`src/rtl/mips_bus_pkg.sv`:
```
// Shared types and helpers for the byte-serial MIPS bus master.
package mips_bus_pkg;

    typedef enum logic [1:0] {
        IDLE,
        BUSY,
        RESP
    } bus_state_t;

    localparam logic RW_READ  = 1'b0;
    localparam logic RW_WRITE = 1'b1;

    // Word lane carrying byte k of a (len+1)-byte transfer.
    function automatic int unsigned lane_of(input int unsigned k,
                                            input int unsigned len,
                                            input logic        big_endian);
        return big_endian ? (len - k) : k;
    endfunction

endpackage

```
`src/rtl/mips_bus_master.sv`:
```
// Byte-serial bus master: turns one word request into 1..WORD_BYTES granted
// byte transfers on the shared 8-bit bus and returns a single-cycle response.
module mips_bus_master
    import mips_bus_pkg::*;
#(
    parameter int ADDR_W     = 8,
    parameter int WORD_BYTES = 4,
    parameter bit BIG_ENDIAN = 1'b1,
    parameter int LEN_W      = (WORD_BYTES > 1) ? $clog2(WORD_BYTES) : 1
) (
    input  logic                    clk,
    input  logic                    reset,
    input  logic                    req_valid,
    output logic                    req_ready,
    input  logic                    req_write,
    input  logic                    req_gpio,
    input  logic [ADDR_W-1:0]       req_addr,
    input  logic [LEN_W-1:0]        req_len,
    input  logic [8*WORD_BYTES-1:0] req_wdata,
    output logic                    rsp_valid,
    output logic [8*WORD_BYTES-1:0] rsp_rdata,
    output logic                    grant_request,
    input  logic                    grant_given,
    output logic                    rw,
    input  logic [7:0]              data_in,
    output logic [7:0]              data_out,
    output logic [ADDR_W:0]         address
);

    localparam int              DW      = 8 * WORD_BYTES;
    localparam logic [LEN_W-1:0] MAX_LEN = LEN_W'(WORD_BYTES - 1);

    bus_state_t        r_state;
    logic              r_write;
    logic              r_gpio;
    logic [ADDR_W-1:0] r_base;
    logic [LEN_W-1:0]  r_len;
    logic [LEN_W-1:0]  r_k;
    logic [DW-1:0]     r_wdata;
    logic [DW-1:0]     r_rdata;

    logic              r_req_ready;
    logic              r_rsp_valid;
    logic [DW-1:0]     r_rsp_rdata;
    logic              r_grant_request;
    logic              r_rw;
    logic [7:0]        r_data_out;
    logic [ADDR_W:0]   r_address;

    logic              w_accept;
    logic [LEN_W-1:0]  w_req_len;
    logic              w_last;
    logic [LEN_W-1:0]  w_k_next;
    logic [DW-1:0]     w_rdata_cap;
    logic [7:0]        w_first_wbyte;
    logic [7:0]        w_next_wbyte;

    assign w_accept  = req_valid && r_req_ready;
    assign w_req_len = (req_len > MAX_LEN) ? MAX_LEN : req_len;
    assign w_last    = (r_k == r_len);
    assign w_k_next  = r_k + 1'b1;

    assign w_first_wbyte = req_wdata[8*lane_of(0, 32'(w_req_len), BIG_ENDIAN) +: 8];
    assign w_next_wbyte  = r_wdata[8*lane_of(32'(w_k_next), 32'(r_len), BIG_ENDIAN) +: 8];

    // NOTE: default assignment first so the partial lane update cannot infer a latch.
    always_comb begin
        w_rdata_cap = r_rdata;
        w_rdata_cap[8*lane_of(32'(r_k), 32'(r_len), BIG_ENDIAN) +: 8] = data_in;
    end

    // Bus outputs are registered, so each edge loads the values for the next cycle.
    // NOTE: non-blocking assignments keep every register update on the same edge.
    always_ff @(posedge clk) begin
        if (reset) begin
            r_state         <= IDLE;
            r_write         <= RW_READ;
            r_gpio          <= 1'b0;
            r_base          <= '0;
            r_len           <= '0;
            r_k             <= '0;
            r_wdata         <= '0;
            r_rdata         <= '0;
            r_req_ready     <= 1'b1;
            r_rsp_valid     <= 1'b0;
            r_rsp_rdata     <= '0;
            r_grant_request <= 1'b0;
            r_rw            <= RW_READ;
            r_data_out      <= '0;
            r_address       <= '0;
        end else begin
            r_rsp_valid <= 1'b0;
            case (r_state)
                IDLE: begin
                    if (w_accept) begin
                        r_state         <= BUSY;
                        r_write         <= req_write;
                        r_gpio          <= req_gpio;
                        r_base          <= req_addr;
                        r_len           <= w_req_len;
                        r_wdata         <= req_wdata;
                        r_k             <= '0;
                        r_rdata         <= '0;
                        r_req_ready     <= 1'b0;
                        r_grant_request <= 1'b1;
                        r_rw            <= req_write;
                        r_address       <= {req_gpio, req_addr};
                        r_data_out      <= w_first_wbyte;
                    end
                end
                BUSY: begin
                    if (grant_given) begin
                        if (r_write == RW_READ) begin
                            r_rdata <= w_rdata_cap;
                        end
                        if (w_last) begin
                            r_state         <= RESP;
                            r_rsp_valid     <= 1'b1;
                            if (r_write == RW_READ) begin
                                r_rsp_rdata <= w_rdata_cap;
                            end
                            r_grant_request <= 1'b0;
                            r_rw            <= RW_READ;
                            r_data_out      <= '0;
                            r_address       <= '0;
                        end else begin
                            r_k        <= w_k_next;
                            r_address  <= {r_gpio, r_base + ADDR_W'(w_k_next)};
                            r_data_out <= w_next_wbyte;
                        end
                    end
                end
                RESP: begin
                    r_state     <= IDLE;
                    r_req_ready <= 1'b1;
                end
                default: begin
                    r_state     <= IDLE;
                    r_req_ready <= 1'b1;
                end
            endcase
        end
    end

    assign req_ready     = r_req_ready;
    assign rsp_valid     = r_rsp_valid;
    assign rsp_rdata     = r_rsp_rdata;
    assign grant_request = r_grant_request;
    assign rw            = r_rw;
    assign data_out      = r_data_out;
    assign address       = r_address;

endmodule
```
`config.mk`:
```
export PLATFORM = sky130hd
export DESIGN_NAME = mips_bus_master
export DESIGN_NICKNAME = d
export VERILOG_FILES = /design/src/rtl/mips_bus_pkg.sv /design/src/rtl/mips_bus_master.sv
export SDC_FILE = /design/constraint.sdc
export NUM_CORES = 1
export LEC_CHECK = 0
export BUFFER_PORTS_ARGS = -buffer_cell sky130_fd_sc_hd__buf_2
export CORE_ASPECT_RATIO = 0.6
export CORE_MARGIN = 5
export CORE_UTILIZATION = 55
export DETAILED_ROUTE_END_ITERATION = 7
export HOLD_SLACK_MARGIN = 0.15
export PLACE_DENSITY_LB_ADDON = 0.3
export SETUP_SLACK_MARGIN = 0.5
export SLEW_MARGIN = 30
export SYNTH_ARGS = -nofsm -noshare
export SYNTH_HDL_FRONTEND = slang
export SYNTH_SLANG_ARGS = --single-unit
export TNS_END_PERCENT = 20
```
`constraint.sdc`:
```
create_clock -name clk -period 4.05 [get_ports clk]
set_input_delay 0.81 -clock clk [delete_from_list [all_inputs] [get_ports clk]]
set_output_delay 0.81 -clock clk [all_outputs]
set_load 0.01 [all_outputs]
```
; ---- Word level (Yosys, flattened, before mapping)
; Cells that the tools add are included.
[totals]
out_inout_bits = 53
ff_bits = 133
word_cells = 78
[op_classes]
n_eq_ne = 7
bitwise_logic = 3
n_addsub = 5
magnitude_cmp = 1
n_shift = 4
reduce_logical = 12
n_mux = 31
[op_table]
columns = operator, n
row1 = 32-bit 2-to-1 mux, 3
row2 = 32-bit one-hot mux with 2 select lines, 1
row3 = 32-bit negation with 34-bit output, 1
row4 = 8-bit by 34-bit variable shift with 32-bit output (first input constant), 1
row5 = 8-bit by 34-bit variable part select with 32-bit output, 1
row6 = 32-bit by 33-bit variable part select with 8-bit output, 1
row7 = 32-bit bitwise mux, 1
row8 = 32-bit by 6-bit variable part select with 8-bit output, 1
row9 = 9-bit 2-to-1 mux, 3
row10 = 8-bit 2-to-1 mux, 3
row11 = 9-bit one-hot mux with 2 select lines, 1
row12 = 8-bit one-hot mux with 2 select lines, 1
row13 = 4-bit AND reduction, 4
row14 = 2-bit 2-to-1 mux, 7
row15 = 2-bit inequality test (second input constant), 5
row16 = 8-bit by 2-bit adder with 8-bit output, 1
row17 = 2-bit one-hot mux with 2 select lines, 2
row18 = 1-bit 2-to-1 mux, 6
row19 = 1-bit one-hot mux with 2 select lines, 3
row20 = 3-bit AND reduction, 2
row21 = 2-bit by 2-bit subtractor with 3-bit output, 2
row22 = 2-bit AND reduction, 2
row23 = 1-bit inverter, 3
row24 = 3-bit OR reduction, 1
row25 = other kinds (7), 7

; ---- Longest topological paths before layout
; Gate-level depths: netlist of the first run.
[logic_depth]
word_depth = 7
depth_mapped = 12
ltp_nobuf = 11

; ---- Worst setup path before layout of the first run
; OpenSTA, ideal clock, no wires.
[synth_timing]
path_kind = flip-flop to flip-flop
from = register r_len[0]
to = register r_rdata[10]
setup_slack_ns = 1.257
arrival_ns = 2.672
synth_period_minus_slack_ns = 2.793
path_stages_with_launch = 12
required_ns = 3.929
path_cell_list = dfxtp_1 > inv_1 > ha_1 > fa_1 > inv_1 > nand3_1 > ha_1 > nor4_4 > nand4_2 > a21o_1 > buf_2 > o2bb2ai_1
[synth_between]
elab_chain_cells = 7
word_cells_on_any_way = 8
[synth_lines]
columns = element, line
row1 = "start, declared", mips_bus_master.sv:37  ; logic [LEN_W-1:0] r_len;
row2 = "start signal, assigned", mips_bus_master.sv:100  ; r_len <= w_req_len;
row3 = 2-bit by 2-bit subtractor with 3-bit output *, mips_bus_pkg.sv:17  ; return big_endian ? (len - k) : k;
row4 = 32-bit negation with 34-bit output *, mips_bus_master.sv:69  ; w_rdata_cap[8*lane_of(32'(r_k), 32'(r_len), BIG_ENDIAN) +: 8] = data_in;
row5 = 8-bit by 34-bit variable part select with 32-bit output or 8-bit by 34-bit variable shift with 32-bit output (tied branches), mips_bus_master.sv:69
row6 = 32-bit bitwise mux *, mips_bus_master.sv:69
row7 = 32-bit 2-to-1 mux *, mips_bus_master.sv:113  ; if (r_write == RW_READ) begin
row8 = 32-bit 2-to-1 mux *, mips_bus_master.sv:112  ; if (grant_given) begin
row9 = 32-bit one-hot mux with 2 select lines *, mips_bus_master.sv:93  ; case (r_state)
row10 = "end signal, assigned", mips_bus_master.sv:114  ; r_rdata <= w_rdata_cap;
row11 = "end, declared", mips_bus_master.sv:40  ; logic [DW-1:0] r_rdata;
; Every way passes the cells marked *; elsewhere a longest branch is shown, timed or not. The select of a mux whose other input is x is not followed.
; A chain may end at the register's enable or synchronous reset.

; ---- Worst setup path in the final report of the first run
[layout_timing]
from = register r_len[0]
to = register r_rdata[22]
; The elaborated chain is that of the path after synthesis.

==> impl_metrics.env, run 1 <==
export IMPL_status="complete, no violations"
export IMPL_drcViolationCount=0
export IMPL_gp_congestion=0.813
export IMPL_fp_row_count=28
export IMPL_drt_iter0_markers=477
export IMPL_slowest_delay_ps=430
export IMPL_switching_share_pct=25.6
export IMPL_startpoint_type="register"
export IMPL_io_buffers=108
export IMPL_drive_above_1_share_pct=24.0
export IMPL_synth_ff_type="dfxtp_1"
export IMPL_relSlewSlack_pct=42.7
export IMPL_synth_edf_count=0
export IMPL_final_cell_mix="139 x nand2_1, 133 x dfxtp_1, 107 x buf_2"
export IMPL_antenna_found_initial=1
export IMPL_start_util_pct=57.1
export IMPL_cp_max_fo=17
export IMPL_post_synth_num_cell_types=49
export IMPL_grt_max_degree=76
export IMPL_critPathRequiredTime_ps=4330
export IMPL_dp_hpwl_mm=10.3
export IMPL_grt_pass1_vias=4877
export IMPL_setup_worst_path_end_class="register"
export IMPL_via_per_inst=5.89
export IMPL_fin_setup_tns_ps=0
export IMPL_synth_seq_cells=133
export IMPL_async_reset_ff_share_pct=0
export IMPL_die_width_um=141
export IMPL_drv_cap=0
export IMPL_die_area_um2=12600
export IMPL_cts_buffers=17
export IMPL_nFillCells=775
export IMPL_p_seq_share_pct=39.3
export IMPL_synthCells=622
export IMPL_cts_tree="done"
export IMPL_clkLatencyLatePin_ps=420
export IMPL_diodes=0
export IMPL_yosysSeqAreaShare_pct=46.7
export IMPL_core_area_um2=9980
export IMPL_io_pin_count=109
export IMPL_cts_sink_count=133
export IMPL_ctsHtreeMaxLevel=4
export IMPL_clockPowerShare_pct=46.6
export IMPL_min_path_type="register to register"
export IMPL_max_clock_path_buffers=2
export IMPL_fmax_ghz=0.300
export IMPL_ir_drop_mv=0.357
export IMPL_maxSlewViolCount=0
export IMPL_criticalPathCategory="register to register"
export IMPL_timing_final_ws_setup_ps=722
export IMPL_yosysWarnings=0
export IMPL_powerDensity_nw_per_um2=526
export IMPL_cts_root_buffer="clkbuf_16"
export IMPL_rsz0062_at_grt="false"
export IMPL_cts_hold_buffers=0
export IMPL_clock_skew_ps=14.6
export IMPL_p_switching_uw=932
export IMPL_synth_area_per_cell_um2=9.17
export IMPL_dr_pass1_iters=5
export IMPL_synth_area_um2=5700
export IMPL_min_period_ps=3330
export IMPL_grt_remaining_overflow=0
export IMPL_slowest_stage="nand4_2"
export IMPL_cts_setup_buffers=0
export IMPL_grt_total_usage_pct=25.2
export IMPL_r2r_slack_ps=720
export IMPL_tightest_slew_ps=859
export IMPL_finalHoldViolCount=0
export IMPL_layout_commonest_cell="nand2_1"
export IMPL_synth_net_count=693
export IMPL_ant_nets=0
export IMPL_final_net_count=779
export IMPL_p_int_uw=2710
export IMPL_num_vias=5040
export IMPL_syn_to_final_growth_pct=21.6
export IMPL_setup_violations=0
export IMPL_period_share_pct=82.2
export IMPL_clk_pin_slew_ps=60
export IMPL_grt_pass1_wl_mm=24.9
export IMPL_p_leak_uw=0.00281
export IMPL_fp_dieH_um=88.9
export IMPL_worstPathArrival_ps=3610
export IMPL_wirelength_mm=15.2
export IMPL_ctsResizeCount=0
export IMPL_dp_worst_setup_slack_ps=849
export IMPL_combPwrFrac_pct=14.1
export IMPL_wl_per_cell_um=17.8
export IMPL_worstPathCellList="inv_1, ha_1, fa_1, inv_1, nand3_1, ha_1, nor4_4, nand4_2, a21o_1, o2bb2ai_1"
-- area by class of cell --
| cell class | instances | area (µm²) | share of cell area [%] |
|---|---|---|---|
| inverter | 13 | 48.8 | 0.704 |
| clock buffer | 20 | 457 | 6.59 |
| tap | 135 | 169 | 2.44 |
| clock inverter | 12 | 200 | 2.89 |
| sequential | 133 | 2660 | 38.4 |
| multi-input combinational | 429 | 2810 | 40.5 |
| timing repair buffer | 114 | 588 | 8.48 |
-- path summary, 6_finish.rpt --
check / from / cells past startpoint / endpoint
worst min register to register: rsp_rdata[29] / 2 / rsp_rdata[29]
worst min-delay path: rsp_rdata[29] / 2 / rsp_rdata[29]
worst max register to register: r_len[0] / 10 / r_rdata[22]
worst max-delay path: r_len[0] / 10 / r_rdata[22]
-- power groups by stage --
stage	Clock, µW	Combinational, µW	Sequential [µW]
3_3_place_gp	0	489	1450
5_1_grt	1790	566	1440
2_1_floorplan	0	339	1460
4_1_cts	1720	512	1430
3_5_place_dp	0	507	1460
6_report	1700	514	1430
-- through the flow --
stage | total power (µW) | util [%] | hold slack, ps | area, µm² | std cells
finish | 3640 | 69.4 | 451 | 6930 | 856
global route | 3790 | 69.4 | 471 | 6930 | 856
CTS | 3660 | 69.4 | 451 | 6930 | 856
detailed placement | 1960 | 62.8 | 444 | 6270 | 824
global placement | 1940 | 62.8 | 441 | 6270 | 824
floorplan | 1800 | - | 432 | 5700 | 622
-- routing by layer --
| layer | global-route usage [%] | part of all wire [%] | wire (µm) | vias to the layer above |
|---|---|---|---|---|
| li1 | - | - | - | 2385 |
| met1 | 35.5 | 45 | 6850 | 2394 |
| met2 | 37.5 | 44 | 6770 | 231 |
| met3 | 7.56 | 9.3 | 1420 | 28 |
| met4 | 7.84 | 1.4 | 206 | 2 |
| met5 | 0 | 0.046 | 7 | - |
-- sequential cells by signal, indices dropped and copies added, names as in the netlist --
signal,flops
r_len,2
rsp_valid,1
r_base,8
r_gpio,1
req_ready,1
address,9
rw,1
r_rdata,32
r_state,2
r_k,2
r_wdata,32
grant_request,1
rsp_rdata,32
data_out,8
r_write,1
-- critical path: cells and delay by family (launching register included) --
family                     cells  cell delay [ps]
and+or+nand+nor                3             1020
AOI/OAI and AO/OA              2              570
adders and majority gates      3             1000
DFF                            1              340
buffers and inverters          2              260
-- synthesized netlist by cell type, drive strengths merged (12+ instances only) --
cell / count / share of area (%)
nand2: 139 / 9.2
a21oi: 75 / 6.6
dfxtp: 133 / 47
o2bb2ai: 24 / 3.7
inv: 13 / 0.86
buf: 22 / 1.9
mux4: 16 / 6.3
clkbuf: 25 / 1.7
a211oi: 28 / 3.7
nor3: 12 / 1.1
nor2: 37 / 2.4
ha: 12 / 2.6
-- kinds of logic (layout without fill, tap and decap cells) --
| logic type | Yosys count | after routing | synth area share [%] |
|---|---|---|---|
| DFF | 133 | 133 | 46.7 |
| muxes | 24 | 24 | 7.72 |
| and+or+nand+nor | 218 | 218 | 17.4 |
| xor gates and xnor gates | 3 | 3 | 0.461 |
| AOI/OAI and AO/OA | 169 | 169 | 19.6 |
| adders and majority gates | 15 | 15 | 3.69 |
| buffers and inverters | 60 | 159 | 4.43 |
Note: power is estimated with default switching activity, not from simulation.
==> inputs of run 2 (changes only) <==
--- a/config.mk
+++ b/config.mk
@@ -8,7 +8,7 @@
 export BUFFER_PORTS_ARGS = -buffer_cell sky130_fd_sc_hd__buf_2
 export CORE_ASPECT_RATIO = 0.6
 export CORE_MARGIN = 5
-export CORE_UTILIZATION = 55
+export CORE_UTILIZATION = 50
 export DETAILED_ROUTE_END_ITERATION = 7
 export HOLD_SLACK_MARGIN = 0.15
 export PLACE_DENSITY_LB_ADDON = 0.3
==> constraint.sdc (replaced) <==
create_clock -name clk -period 2.8 [get_ports clk]
set_input_delay 0.56 -clock clk [delete_from_list [all_inputs] [get_ports clk]]
set_output_delay 0.56 -clock clk [all_outputs]
set_load 0.01 [all_outputs]
==> impl_metrics.env, run 2 (synthesis gave the netlist of run 1 again) <==
export IMPL_criticalPathCategory="register to register"
export IMPL_multi_input_area_um2=2990
export IMPL_drive_above_1_share_pct=29.7
export IMPL_maxSlewViolCount=0
export IMPL_cp_max_fo=8
export IMPL_ctsHtreeMaxLevel=4
export IMPL_clock_skew_ps=7.79
export IMPL_clkLatencyLatePin_ps=410
export IMPL_register_area_um2=2670
export IMPL_dp_hpwl_mm=10.4
export IMPL_finalHoldViolCount=0
export IMPL_diodes=0
export IMPL_clockPowerShare_pct=43.1
export IMPL_wirelength_mm=15.4
export IMPL_use_met1_pct=32.6
export IMPL_met2_usage_pct=33.4
export IMPL_grt_total_usage_pct=22.5
export IMPL_rr_startpoint="r_len[0]"
export IMPL_min_from="req_wdata[24]"
export IMPL_setup_violations=0
export IMPL_grt_max_degree=46
export IMPL_grt_busiest_layer="met2"
export IMPL_die_area_um2=13700
export IMPL_ant_nets=0
export IMPL_cts_buffers=17
export IMPL_nFillCells=913
export IMPL_fp_row_count=30
export IMPL_drt_iter0_markers=293
export IMPL_fmax_ghz=0.370
export IMPL_drcViolationCount=0
export IMPL_num_vias=5078
export IMPL_power_total_uw=5170
export IMPL_relSlewSlack_pct=40.1
export IMPL_powerDensity_nw_per_um2=711
export IMPL_cts_hold_buffers=0
export IMPL_met3_usage_pct=4.84
export IMPL_critPathLaunch="r_len[0]"
export IMPL_gp_congestion=0.776
export IMPL_timing_final_ws_setup_ps=94.7
export IMPL_grt_pass1_vias=4777
export IMPL_period_share_pct=96.6
export IMPL_critPathRequiredTime_ps=3120
export IMPL_wl_per_cell_um=17.3
export IMPL_max_clock_path_buffers=2
export IMPL_clk_pin_slew_ps=60
export IMPL_drv_cap=0
export IMPL_via_per_inst=5.72
export IMPL_dp_worst_setup_slack_ps=-62.5
export IMPL_switching_share_pct=26.7
export IMPL_final_cell_mix="139 x nand2_1, 131 x dfxtp_1, 108 x buf_2"
export IMPL_combPwrFrac_pct=16.9
export IMPL_io_pin_count=109
export IMPL_syn_to_final_growth_pct=27.6
export IMPL_whs_ps=398
export IMPL_cts_tree="done"
export IMPL_rsz0062_at_grt="true"
export IMPL_p_leak_uw=0.00294
export IMPL_io_buffers=108
export IMPL_fp_dieH_um=92.7
export IMPL_tightest_slew_ps=892
export IMPL_p_int_uw=3790
export IMPL_worstPathArrival_ps=3020
export IMPL_startpoint_type="register"
export IMPL_grt_pass1_wl_mm=24.5
export IMPL_layout_commonest_cell="nand2_1"
export IMPL_p_seq_share_pct=40.0
export IMPL_cts_sink_count=133
export IMPL_dr_pass1_iters=4
export IMPL_p_switching_uw=1380
export IMPL_start_util_pct=50.8
export IMPL_final_net_count=801
export IMPL_status="complete, no violations"
export IMPL_min_period_ps=2710
export IMPL_antenna_found_initial=0
export IMPL_core_area_um2=11200
export IMPL_setup_worst_path_end_class="register"
export IMPL_ir_drop_mv=0.545
export IMPL_cts_root_buffer="clkbuf_16"
export IMPL_grt_remaining_overflow=0
export IMPL_fin_setup_tns_ps=0
export IMPL_die_width_um=148
export IMPL_min_path_type="primary input to register"
==> run 2: changes by cell type in the layout (fill, tap and decap cells not counted), moves of 3 or more <==
cell       change
a21o_1         -4
a21o_4         +4
buf_4         +16
buf_6          +3
bufinv_16      -3
ha_1           -5
ha_4           +5
inv_1          -4
inv_2          +4
==> run 2: layout make-up <==
type                    count  share of cell area [%]
well taps                 144                    2.48
repair buffers            136                    10.7
flip-flops and latches    133                    36.6
clock inverters            11                    1.72
clock buffers              21                    6.60
inverters                  13                   0.671
multi-input cells         429                    41.1
==> run 2: routing by layer <==
| metal | wire length (µm) | vias up | part of all wire (%) |
|---|---|---|---|
| li1 | - | 2424 | - |
| met1 | 7240 | 2457 | 47 |
| met2 | 6940 | 183 | 45 |
| met3 | 1060 | 14 | 6.9 |
| met4 | 140 | 0 | 0.91 |
| met5 | 0 | - | 0 |
==> run 2: worst paths after layout <==
kind	slack (ps)	depth (start not counted)	endpoint
worst max-delay path	90	12	rsp_rdata[6]
worst min register to register	450	2	rsp_rdata[15]
worst max register to register	90	12	rsp_rdata[6]
worst min-delay path	400	3	r_wdata[24]
==> run 2: critical path, cell delays in order, from the launching register on <==
cell,delay (ps)
dfxtp_2,330
inv_2,50
ha_4,150
fa_2,600
ha_4,160
inv_2,40
ha_4,170
nor4b_4,320
nand4_1,160
buf_6,160
buf_8,140
mux2i_1,120
a211oi_1,210
==> run 2: what timing repair did <==
action / 4_1_cts / 5_1_grt
gates resized for setup: 28 / 5
endpoints found under the setup margin: 63 / 71
cloned: 1 / 0
setup buffers: 9 / 0
pin swaps: 17 / 7
==> run 2: power groups by stage <==
| stage | Clock [µW] | Combinational, µW | Sequential, µW |
|---|---|---|---|
| 3_3_place_gp | 0 | 740 | 2100 |
| 5_1_grt | 2350 | 943 | 2080 |
| 3_5_place_dp | 0 | 766 | 2110 |
| 2_1_floorplan | 0 | 503 | 2120 |
| 6_report | 2230 | 873 | 2070 |
| 4_1_cts | 2250 | 838 | 2070 |
==> run 2: per-stage QoR <==
step	std cells	util (%)	area (µm²)
after global routing	887	64.8	7270
after detailed placement	845	57.3	6430
final	887	64.8	7270
after global placement	845	57.3	6430
after CTS	887	64.5	7240
after floorplan	622	-	5750
==> inputs of run 3 (changes only) <==
--- a/config.mk
+++ b/config.mk
@@ -8,7 +8,7 @@
 export BUFFER_PORTS_ARGS = -buffer_cell sky130_fd_sc_hd__buf_2
 export CORE_ASPECT_RATIO = 0.6
 export CORE_MARGIN = 5
-export CORE_UTILIZATION = 50
+export CORE_UTILIZATION = 59
 export DETAILED_ROUTE_END_ITERATION = 7
 export HOLD_SLACK_MARGIN = 0.15
 export PLACE_DENSITY_LB_ADDON = 0.3
==> constraint.sdc (replaced) <==
create_clock -name clk -period 3.3 [get_ports clk]
set_input_delay 0.66 -clock clk [delete_from_list [all_inputs] [get_ports clk]]
set_output_delay 0.66 -clock clk [all_outputs]
set_load 0.01 [all_outputs]
==> impl_metrics.env, run 3 (synthesis gave the netlist of run 1 again) <==
export IMPL_syn_to_final_growth_pct=26.0
export IMPL_max_clock_path_buffers=2
export IMPL_status="complete, no violations"
export IMPL_cp_max_fo=8
export IMPL_design_area_um2=7190
export IMPL_dpl_cell_area_um2=6300
export IMPL_wl_per_cell_um=18.7
export IMPL_tightest_slew_ps=856
export IMPL_grt_remaining_overflow=0
export IMPL_ir_drop_mv=0.508
export IMPL_grt_pass1_vias=5155
export IMPL_cts_buffers=17
export IMPL_final_net_count=797
export IMPL_clkLatencyLatePin_ps=420
export IMPL_worstPathArrival_ps=3170
export IMPL_die_area_um2=11800
export IMPL_r2r_cells=12
export IMPL_timing_rr_end="r_rdata[7]"
export IMPL_drt_iter0_markers=466
export IMPL_grt_pass1_wl_mm=25.4
export IMPL_nFillCells=620
export IMPL_critPathLaunch="r_len[0]"
export IMPL_layout_commonest_cell="nand2_1"
export IMPL_gp_congestion=0.821
export IMPL_fp_dieH_um=86.1
export IMPL_antenna_found_initial=2
export IMPL_fp_row_count=27
export IMPL_drv_cap=0
export IMPL_finalHoldViolCount=0
export IMPL_slowest_stage="fa_2"
export IMPL_dr_pass1_iters=5
export IMPL_fmax_ghz=0.355
export IMPL_io_pin_count=109
export IMPL_grt_total_usage_pct=27.4
export IMPL_hold_path_cell_count=2
export IMPL_dp_hpwl_mm=10.3
export IMPL_startpoint_type="register"
export IMPL_clk_pin_slew_ps=60
export IMPL_r2r_slack_ps=490
export IMPL_fin_util_pct=77.3
export IMPL_ctsHtreeMaxLevel=4
export IMPL_rsz0062_at_grt="true"
export IMPL_ant_nets=0
export IMPL_fin_setup_tns_ps=0
export IMPL_slowest_delay_ps=620
export IMPL_critPathRequiredTime_ps=3660
export IMPL_num_vias=5232
export IMPL_crit_top_cell="ha_4"
export IMPL_via_per_inst=6.01
export IMPL_grt_max_degree=72
export IMPL_min_path_type="register to register"
export IMPL_min_period_ps=2810
export IMPL_min_from="r_wdata[23]"
export IMPL_dp_cells=823
export IMPL_final_cell_mix="139 x nand2_1, 130 x dfxtp_1, 108 x buf_2"
export IMPL_setup_violations=0
export IMPL_maxSlewViolCount=0
export IMPL_core_area_um2=9290
export IMPL_rr_startpoint="r_len[0]"
export IMPL_powerDensity_nw_per_um2=615
export IMPL_io_buffers=108
export IMPL_p_leak_uw=0.00288
export IMPL_criticalPathCategory="register to register"
export IMPL_cts_sink_count=133
export IMPL_period_share_pct=85.3
export IMPL_start_util_pct=61.4
export IMPL_crit_family="adder cells"
export IMPL_worst_path_buf_inv=4
export IMPL_drive_above_1_share_pct=29.0
export IMPL_relSlewSlack_pct=43.0
export IMPL_cts_tree="done"
export IMPL_dr_wl_met2_mm=7.61
export IMPL_highest_layer="met5"
export IMPL_worstHoldEndpoint="r_wdata[23]"
export IMPL_cts_hold_buffers=0
export IMPL_setup_worst_path_end_class="register"
export IMPL_drcViolationCount=0
export IMPL_wl_met1_mm=6.91
export IMPL_cts_root_buffer="clkbuf_16"
export IMPL_clock_skew_ps=7.01
export IMPL_final_cells=870
export IMPL_wirelength_mm=16.2
export IMPL_dr_wl_met3_mm=1.35
export IMPL_worstPathCellList="inv_2, ha_4, fa_2, ha_4, inv_2, ha_4, nor4b_4, nand4_1, buf_4, nor3b_4, buf_6, a22o_1"
export IMPL_die_width_um=137
[run 3: cell types whose count changed in the layout (fill, tap and decap cells not counted), moves of 2 or more]
cell,delta
clkbuf_1,+2
o2bb2ai_2,-2
buf_4,-3
o2bb2ai_1,+2
a21o_4,-2
clkbuf_8,-2
[run 3: repair_timing]
item	4_1_cts	5_1_grt
gates cloned	1	0
pin swaps	9	7
buffers inserted	6	7
hold endpoints to repair	0	0
endpoints found under the setup margin	48	48
resized for setup	24	16
[run 3: how the worst max path moves through the flow]
| stage | depth (start not counted) | slack [ps] | to |
|---|---|---|---|
| final | 12 | 490 | r_rdata[7] |
| after floorplan | 11 | 510 | r_rdata[10] |
| after global routing | 11 | 370 | rsp_rdata[20] |
| after detailed placement | 11 | 270 | rsp_rdata[17] |
| after CTS | 11 | 500 | rsp_rdata[5] |
| after global placement | 10 | 400 | r_rdata[8] |
[run 3: report_power, final]
part / internal (µW) / switching, µW
combinational: 299 / 418
sequential: 1700 / 59.6
clock: 1230 / 713
[run 3: final cells by class]
class | count | area (µm²) | share of cell area (%)
antenna | 1 | 2.50 | 0.0348
clock inverter | 11 | 150 | 2.09
inverter | 13 | 48.8 | 0.679
sequential | 133 | 2670 | 37.1
multi-input combinational | 429 | 2960 | 41.1
clock buffer | 21 | 460 | 6.41
timing repair buffer | 132 | 736 | 10.2
tap | 130 | 163 | 2.26
[run 3: worst min-delay path, cell delays in order, from the launching register on]
cell,delay [ps]
dfxtp_1,300
nand2_1,50
a21oi_1,50
[run 3: stage by stage]
| stage | hold WS [ps] | power (µW) | setup slack [ps] |
|---|---|---|---|
| 2_1_floorplan | 432 | 2210 | 507 |
| 3_3_place_gp | 439 | 2380 | 403 |
| 3_5_place_dp | 446 | 2410 | 268 |
| 4_1_cts | 454 | 4380 | 500 |
| 5_1_grt | 465 | 4580 | 371 |
| 6_report | 451 | 4420 | 486 |
[run 3: layer usage]
layer / GRT usage (%) / vias to the layer above
li1: - / 2423
met1: 36.2 / 2499
met2: 43.4 / 263
met3: 6.45 / 45
met4: 11.2 / 2
met5: 0 / -
